## src/rtl/arb_pkg.sv

```systemverilog
// Shared constants, state encoding and helpers for the 8-way round-robin mux arbiter.
package arb_pkg;

  localparam int ARB_N     = 8;
  localparam int ARB_IDX_W = 3;

  typedef enum logic {
    ARB_IDLE,
    ARB_BUSY
  } arb_state_e;

  function automatic logic [ARB_N-1:0] onehot8(input logic [ARB_IDX_W-1:0] idx);
    logic [ARB_N-1:0] r;
    r = '0;
    r[idx] = 1'b1;
    return r;
  endfunction

endpackage

```

## src/rtl/rr_pick8.sv

```systemverilog
// Combinational round-robin picker: first set request strictly after ptr, wrapping 7->0.
module rr_pick8
  import arb_pkg::*;
(
  input  logic [ARB_N-1:0]     req,
  input  logic [ARB_IDX_W-1:0] ptr,
  output logic                 any,
  output logic [ARB_IDX_W-1:0] idx
);

  logic [ARB_N-1:0]     rot;
  logic [ARB_IDX_W-1:0] k;

  // Rotate so that bit 0 of rot corresponds to requester ptr+1.
  always_comb begin
    for (int i = 0; i < ARB_N; i++) begin
      rot[i] = req[ARB_IDX_W'(i) + ptr + ARB_IDX_W'(1)];
    end
  end

  always_comb begin
    k = '0;
    for (int i = ARB_N - 1; i >= 0; i--) begin
      if (rot[i]) k = ARB_IDX_W'(i);
    end
  end

  assign any = |req;
  assign idx = k + ptr + ARB_IDX_W'(1);

endmodule

```

## src/rtl/mux8_rr_arbiter.sv

```systemverilog
// Round-robin arbiter driving the select of a shared 8:1 mux, with grant watchdog.
// Optional build macro ARB_PRIO0_EN gives requester 0 absolute priority.
module mux8_rr_arbiter
  import arb_pkg::*;
#(
  parameter int TIMEOUT = 16,
  parameter int TO_W    = 5
) (
  input  logic                 clk,
  input  logic                 rst_n,
  input  logic [ARB_N-1:0]     req,
  input  logic                 out_ready,
  output logic [ARB_IDX_W-1:0] sel,
  output logic [ARB_N-1:0]     gnt,
  output logic                 out_valid,
  output logic [ARB_N-1:0]     done,
  output logic                 err
);

  arb_state_e           state_q, state_d;
  logic [ARB_IDX_W-1:0] ptr_q, ptr_d;
  logic [TO_W-1:0]      cnt_q, cnt_d;
  logic [ARB_IDX_W-1:0] sel_d;
  logic [ARB_N-1:0]     gnt_d, done_d;
  logic                 ov_d, err_d;

  logic                 busy;
  logic [ARB_N-1:0]     elig;
  logic [ARB_N-1:0]     pick_req;
  logic [ARB_IDX_W-1:0] pick_base;
  logic                 pick_any;
  logic [ARB_IDX_W-1:0] pick_idx;
  logic                 win_any;
  logic [ARB_IDX_W-1:0] win_idx;
  logic [ARB_IDX_W-1:0] ptr_upd;
  logic                 wd_fire;

  assign busy = (state_q == ARB_BUSY);
  // While busy the current holder is excluded so it cannot win twice in a row.
  assign elig = busy ? (req & ~gnt) : req;

`ifdef ARB_PRIO0_EN
  assign pick_req  = {elig[ARB_N-1:1], 1'b0};
  assign pick_base = (busy && sel != '0) ? sel : ptr_q;
  assign win_any   = elig[0] | pick_any;
  assign win_idx   = elig[0] ? '0 : pick_idx;
  assign ptr_upd   = (sel == '0) ? ptr_q : sel;
`else
  assign pick_req  = elig;
  assign pick_base = busy ? sel : ptr_q;
  assign win_any   = pick_any;
  assign win_idx   = pick_idx;
  assign ptr_upd   = sel;
`endif

  assign wd_fire = (TIMEOUT > 0) && (cnt_q == TO_W'(TIMEOUT - 1));

  rr_pick8 u_pick (
    .req (pick_req),
    .ptr (pick_base),
    .any (pick_any),
    .idx (pick_idx)
  );

  // Withdrawal outranks acceptance; acceptance outranks the watchdog.
  always_comb begin
    state_d = state_q;
    ptr_d   = ptr_q;
    cnt_d   = cnt_q;
    sel_d   = sel;
    gnt_d   = gnt;
    ov_d    = out_valid;
    done_d  = '0;
    err_d   = 1'b0;
    case (state_q)
      ARB_IDLE: begin
        if (win_any) begin
          state_d = ARB_BUSY;
          sel_d   = win_idx;
          gnt_d   = onehot8(win_idx);
          ov_d    = 1'b1;
          cnt_d   = '0;
        end
      end
      ARB_BUSY: begin
        if (!req[sel]) begin
          err_d   = 1'b1;
          ptr_d   = ptr_upd;
          state_d = ARB_IDLE;
          gnt_d   = '0;
          ov_d    = 1'b0;
        end else if (out_ready) begin
          done_d = onehot8(sel);
          ptr_d  = ptr_upd;
          if (win_any) begin
            sel_d = win_idx;
            gnt_d = onehot8(win_idx);
            cnt_d = '0;
          end else begin
            state_d = ARB_IDLE;
            gnt_d   = '0;
            ov_d    = 1'b0;
          end
        end else if (wd_fire) begin
          err_d   = 1'b1;
          ptr_d   = ptr_upd;
          state_d = ARB_IDLE;
          gnt_d   = '0;
          ov_d    = 1'b0;
        end else begin
          cnt_d = cnt_q + TO_W'(1);
        end
      end
      default: begin
        state_d = ARB_IDLE;
        gnt_d   = '0;
        ov_d    = 1'b0;
      end
    endcase
  end

  always_ff @(posedge clk) begin
    if (!rst_n) begin
      state_q   <= ARB_IDLE;
      ptr_q     <= ARB_IDX_W'(ARB_N - 1);
      cnt_q     <= '0;
      sel       <= '0;
      gnt       <= '0;
      out_valid <= 1'b0;
      done      <= '0;
      err       <= 1'b0;
    end else begin
      state_q   <= state_d;
      ptr_q     <= ptr_d;
      cnt_q     <= cnt_d;
      sel       <= sel_d;
      gnt       <= gnt_d;
      out_valid <= ov_d;
      done      <= done_d;
      err       <= err_d;
    end
  end

endmodule

```

## config.mk

```make
export PLATFORM = sky130hd
export DESIGN_NAME = mux8_rr_arbiter
export DESIGN_NICKNAME = d
export VERILOG_FILES = /design/src/rtl/arb_pkg.sv /design/src/rtl/rr_pick8.sv /design/src/rtl/mux8_rr_arbiter.sv
export SDC_FILE = /design/constraint.sdc
export NUM_CORES = 1
export LEC_CHECK = 0
export CAP_MARGIN = 10
export CORE_MARGIN = 1
export CORE_UTILIZATION = 55
export DETAILED_ROUTE_END_ITERATION = 10
export DONT_BUFFER_PORTS = 1
export PLACE_DENSITY = 0.79
export RECOVER_POWER = 100
export SYNTH_ARGS = -nofsm -noshare
export SYNTH_HDL_FRONTEND = slang
export SYNTH_SLANG_ARGS = --single-unit
```

## constraint.sdc

```tcl
create_clock -name clk -period 4.44 [get_ports clk]
set_input_delay 0.888 -clock clk [delete_from_list [all_inputs] [get_ports clk]]
set_output_delay 0.888 -clock clk [all_outputs]
set_load 0.02 [all_outputs]
```

==> flow_summary_export.csv, run 1 <==
group,metric,value,unit
run_status,status,"complete, no violations",
global_routing,antenna_found_initial,0,
placed_design,gp_congestion,0.857,
floorplan,die_h,62.9,um
min_path,min_path_type,"reg -> reg",
floorplan,rows,21,
synth,syn-num-nets,246,
placed_design,placed_area,2070,um^2
clock_tree,post_cts_buffers,0,
clock_tree,cts_made_buffers,5,
floorplan,start_util,59.3,%
synth,synth_area,2040,um^2
setup_path,worstSetupStartpointType,"flip-flop",
floorplan,die-width,62.9,um
sta,hold_viol,0,
synth,synth_edf_count,0,
synth,synth-main-ff-cell,"dfxtp_1",
sta,fmax,241,MHz
synth,synthDistinctLibCells,47,
synth,netlist.area_leader.share,29.4,%
sta,maxSlewViolCount,0,
synth,yosysMostFrequentCell,"dfxtp_1",
clock_tree,cts_tree,"done",
flow_run,drv_cap,0,
clock_tree,cts_resized,0,
sta,max_slew.worst_pin.slew,0.908,ns
clock_tree,cts_root_buf,"clkbuf_8",
global_routing,first_global_vias,1628,
synth,synthCells,228,
setup_path,worst_setup_path_end_kind,"flip-flop",
final_layout,fin_area,2150,um^2
synth,yosys-top-cells-area,"dfxtp_1, mux2i_1, mux4_2",
detailed_routing,wl,4.67,mm
sta,fin_crit_sh,93.5,%
detailed_routing,num_vias,1728,
clock_tree,cts.sinks,30,
global_routing,track_usage,25.4,%
setup_path,critPathRequiredTime,4.60,ns
detailed_routing,viasPerCell,6.26,
sta,rsz0062_at_grt,"false",
global_routing,grt_first_pass_wirelength,7.80,mm
setup_path,cp_max_fo,16,
power,leakage,0.000871,uW
detailed_routing,drc,0,
floorplan,dieArea,3960,um^2
final_layout,areaGrowthSynthToFinish,5.40,%
power,power_density,805,nW/um^2
floorplan,pin_count,32,
setup_path,crit_family,"multiplexers",
detailed_routing,first_pass_iters,4,
synth,synth_top_area_cell,"dfxtp_1",
sta,relSlewSlack,39.0,%
setup_path,worst-setup-path-type,"reg -> reg",
synth,yosys_warnings,0,
detailed_routing,ant_nets,0,
synth,syn_avg_cell_area,8.95,um^2
detailed_routing,wl_per_cell,16.9,um
setup_path,path_cells,"mux2i_4 > inv_4 > mux2_2 > mux4_2 > o31ai_1 > a21oi_1 > nor2_1 > o21bai_1 > ha_1 > fa_1 > xnor2_1 > xor2_1 > o21ai_0",
clock_tree,clk_pin_slew,0.07,ns
final_layout,n_antenna_cell,0,
floorplan,core-area,3440,um^2
sta,fin_worst_skew,0.00422,ns
min_path,hold_start,"ptr_q[1]",
clock_tree,cts-htree-levels,2,
sta,setup_viol,0,
final_layout,nets,247,
placed_design,hpwl,3.59,mm
sta,tns,0,ns
placed_design,post-place-cells,268,
global_routing,grt_max_degree,23,
setup_path,arrival,4.31,ns
synth,post_synth_most_frequent_cells,"dfxtp_1, nand2_1, nor2_1, mux2i_1",
final_layout,final_cells,276,
global_routing,grt-ovfl-total,0,
placed_design,io_buffers,0,
synth,synth-async-reset-ratio,0,%
setup_path,reg2reg_from,"busy",
final_layout,layout-drive-gt1-share,12.2,%
setup_path,startpoint,"busy",
synth,ys_seq_area_share,29.4,%
clock_tree,holdBufCountCts,0,
detailed_routing,drt_iter0_markers,164,
setup_path,path_buf_inv,1,
sta,period_needed,4.15,ns
clock_tree,clockBufferDepth,2,
power,ir_drop,0.496,mV
setup_path,critPathSlowestCell,"dfxtp_1",
clock_tree,clock_latency,0.28,ns
synth,ys_seq_elements,30,
setup_path,critical_path.max_stage_delay,0.70,ns
==> state kept, by name (all words and copies together) (netlist names) <==
register and cells:
err 1, busy 1, out_valid 1, cnt_q 5
gnt 8, sel 3, ptr_q 3, done 8
==> final timing paths <==
kind | slack (ns) | endpoint | cells past startpoint
hold / removal | 0.51 | ptr_q[1] | 2
setup reg to reg | 0.29 | gnt[1] | 13
setup / recovery | 0.29 | gnt[1] | 13
hold reg to reg | 0.51 | ptr_q[1] | 2
==> cells by family (layout without fill, tap and decap cells) <==
kind of cell    count (synthesis)  count (layout)  synth area share [%]
buf+inv                        20              22                  4.84
flops                          30              30                  29.4
fa+ha+maj                       7               7                  4.66
mux                            33              33                  21.0
xor+xnor                        7               7                  3.00
simple gates                   77              77                  18.1
compound gates                 54              54                  18.9
==> routing by layer <==
metal  track usage (%)  vias up  share of wire [%]
met3              5.84       18                5.6
met2              39.8       58                 47
li1                  -      823                  -
met1              33.6      829                 45
met5                 0        -                  0
met4              9.59        0                2.1
==> layout by cell type, fill, tap and decap left out, drive strengths merged, types with 2 or more instances in the layout <==
| cell | count |
|---|---|
| nand2 | 26 |
| nor2 | 20 |
| nor2b | 6 |
| inv | 10 |
| mux2i | 19 |
| and2 | 7 |
| mux4 | 5 |
| a21oi | 4 |
| a22o | 4 |
| nand4 | 2 |
| o22ai | 5 |
| o211a | 4 |
| a21boi | 9 |
| nor3 | 2 |
| nor4 | 2 |
| mux2 | 9 |
| o31ai | 2 |
| clkbuf | 8 |
| xnor2 | 5 |
| buf | 2 |
| o21bai | 4 |
| nand3 | 6 |
| o211ai | 5 |
| dfxtp | 30 |
| ha | 6 |
| xor2 | 2 |
| o21ai | 11 |
==> through the flow <==
step	util, %	power, uW	setup slack [ns]	hold slack (ns)
CTS	62.9	1730	0.333	0.516
finish	62.5	1730	0.287	0.513
detailed placement	60.1	1490	0.367	0.505
floorplan	-	1310	0.723	0.454
global route	62.5	1860	0.0158	0.536
global placement	60.1	1470	0.435	0.495
==> cell type report <==
class	instances	area (um^2)
fillers	308	1290
repair buffers	4	22.5
flip-flops and latches	30	601
clock inverters	2	12.5
multi-input cells	178	1340
well taps	46	57.6
inverters	10	40.0
clock buffers	6	82.6
==> worst min-delay path: cells and delay by family (launching register included) <==
kind            cells  cell delay [ns]
flops               1             0.32
compound gates      1             0.07
simple gates        1             0.06
==> power by group <==
group          total [uW]  internal [uW]  switching, uW
combinational        1120            505            615
sequential            381            312           68.9
clock                 229            124            105
total                1730            941            789
Power figures use the tool's default switching activity.
==> run 2: changes to the inputs <==
- CAP_MARGIN: 10 -> 0
- PLACE_DENSITY: 0.79 -> 0.7
==> run 2 against run 1 <==
  * Sequential power grew 1%
  * Clock skew grew 0.00073 ns
  * Sequential cell count is the same
  * Power grew 0.29%
  * Clock power is essentially flat
  * Final area is the same
  * Critical path depth is the same
  * Worst hold slack lost 0.0017 ns
  * Global-route usage grew 1.1 points
  * First-iteration DRC count shrank 8.5%
  * Largest power group unchanged
  * Highest routed layer unchanged
==> flow_summary_export.csv, run 2 (synthesis gave the netlist of run 1 again) <==
group,metric,value,unit
run_status,status,"complete, no violations",
setup_path,arrival,4.11,ns
floorplan,die_h,62.9,um
final_layout,n_antenna_cell,0,
detailed_routing,drt_iter0_markers,150,
final_layout,layout-drive-gt1-share,12.2,%
clock_tree,cts_root_buf,"clkbuf_8",
final_layout,final_common_cell,"dfxtp_1",
power,leakage,0.000869,uW
setup_path,critPathRequiredTime,4.61,ns
clock_tree,cts_made_buffers,5,
detailed_routing,wl,4.80,mm
clock_tree,holdBufCountCts,0,
final_layout,reg_top3,"done (8), gnt (8), cnt_q (5)",
sta,hold_viol,0,
clock_tree,cts_resized,0,
floorplan,start_util,59.3,%
detailed_routing,num_vias,1695,
power,ir_drop,0.516,mV
detailed_routing,drc,0,
global_routing,grt_max_degree,23,
clock_tree,post_cts_buffers,0,
final_layout,regArea,601,um^2
setup_path,worst-setup-path-type,"reg -> reg",
sta,tns,0,ns
power,power,1740,uW
sta,fin_crit_sh,88.6,%
sta,maxSlewViolCount,0,
clock_tree,clk_pin_slew,0.07,ns
final_layout,final_cell_mix,"dfxtp_1, nand2_1, nor2_1",
sta,rsz0062_at_grt,"false",
placed_design,hpwl,3.71,mm
global_routing,antenna_found_initial,0,
floorplan,pin_count,32,
placed_design,gp_congestion,0.934,
clock_tree,cts.sinks,30,
min_path,holdPathStages,2,
detailed_routing,ant_nets,0,
setup_path,cp_max_fo,19,
placed_design,io_buffers,0,
sta,setup_viol,0,
global_routing,track_usage,26.4,%
floorplan,rows,21,
floorplan,dieArea,3960,um^2
final_layout,multi_input_area,1340,um^2
detailed_routing,first_pass_iters,4,
global_routing,first_global_vias,1728,
min_path,hold_start,"ptr_q[1]",
sta,period_needed,3.93,ns
clock_tree,cts_tree,"done",
clock_tree,clockBufferDepth,2,
sta,fmax,254,MHz
setup_path,worst_setup_path_end_kind,"flip-flop",
detailed_routing,viasPerCell,6.14,
floorplan,core-area,3440,um^2
setup_path,worstSetupStartpointType,"flip-flop",
detailed_routing,wl_per_cell,17.4,um
power,power_density,807,nW/um^2
global_routing,grt-ovfl-total,0,
setup_path,reg2reg_from,"busy",
clock_tree,cts-htree-levels,2,
final_layout,n_fill_cell,316,
sta,fin_worst_skew,0.00494,ns
global_routing,grt_first_pass_wirelength,8.10,mm
setup_path,crit-reg2reg-capture,"gnt[2]",
min_path,min_to,"ptr_q[1]",
final_layout,nets,247,
sta,max_slew.worst_pin.slew,0.885,ns
floorplan,die-width,62.9,um
setup_path,reg2regPathDepth,13,
final_layout,areaGrowthSynthToFinish,5.40,%
clock_tree,clock_latency,0.28,ns
sta,relSlewSlack,40.5,%
setup_path,r2r_slack,0.51,ns
min_path,min_path_type,"reg -> reg",
flow_run,drv_cap,0,
==> run 2: cell counts in the layout (fill, tap and decap cells not counted) <==
No cell type changed its count.
==> run 2: worst max-delay path: stages (launching register included) <==
cell and delay (ns):
dfxtp_1 0.50, buf_4 0.29, a21boi_0 0.26, mux2_2 0.37, mux4_2 0.47, o31ai_1 0.20, a21oi_1 0.09, nor2_1 0.10
o21bai_1 0.09, ha_1 0.20, fa_1 0.38, xnor2_1 0.41, xnor2_1 0.21, a22o_1 0.24
==> run 2: worst max-delay path by stage <==
stage,slack [ns],end,from,cells after the start
floorplan,0.72,sel[2],busy,16
global placement,0.54,sel[2],req[7],13
detailed placement,0.46,gnt[1],req[5],12
CTS,0.50,gnt[1],busy,12
global route,0.16,gnt[0],busy,13
finish,0.51,gnt[2],busy,13
==> run 2: area by class of cell <==
class | count | area share [%]
Timing Repair Buffer | 4 | 1.05
Inverter | 10 | 1.86
Clock inverter | 2 | 0.582
Clock buffer | 6 | 3.84
Multi-Input combinational cell | 178 | 62.1
Sequential cell | 30 | 27.9
Tap cell | 46 | 2.68
==> run 2: layer usage <==
layer | routed length (um) | global-route usage [%]
met3 | 375 | 7.85
met4 | 51 | 8.72
met1 | 2120 | 33.8
met2 | 2250 | 42.1
met5 | 0 | 0
==> run 2: stage by stage <==
stage               setup slack [ns]  instances  utilization, %  instance area (um^2)  hold slack [ns]
CTS                            0.502        276            62.9                  2160            0.518
floorplan                      0.723        228               -                  2040            0.454
finish                         0.505        276            62.5                  2150            0.511
global route                   0.164        276            62.5                  2150            0.549
detailed placement             0.460        268            60.1                  2070            0.503
global placement               0.545        268            60.1                  2070            0.488
==> run 2: power by group <==
part | total [uW] | switching (uW) | internal [uW]
combinational | 1120 | 618 | 505
sequential | 385 | 73.0 | 312
clock | 228 | 104 | 124
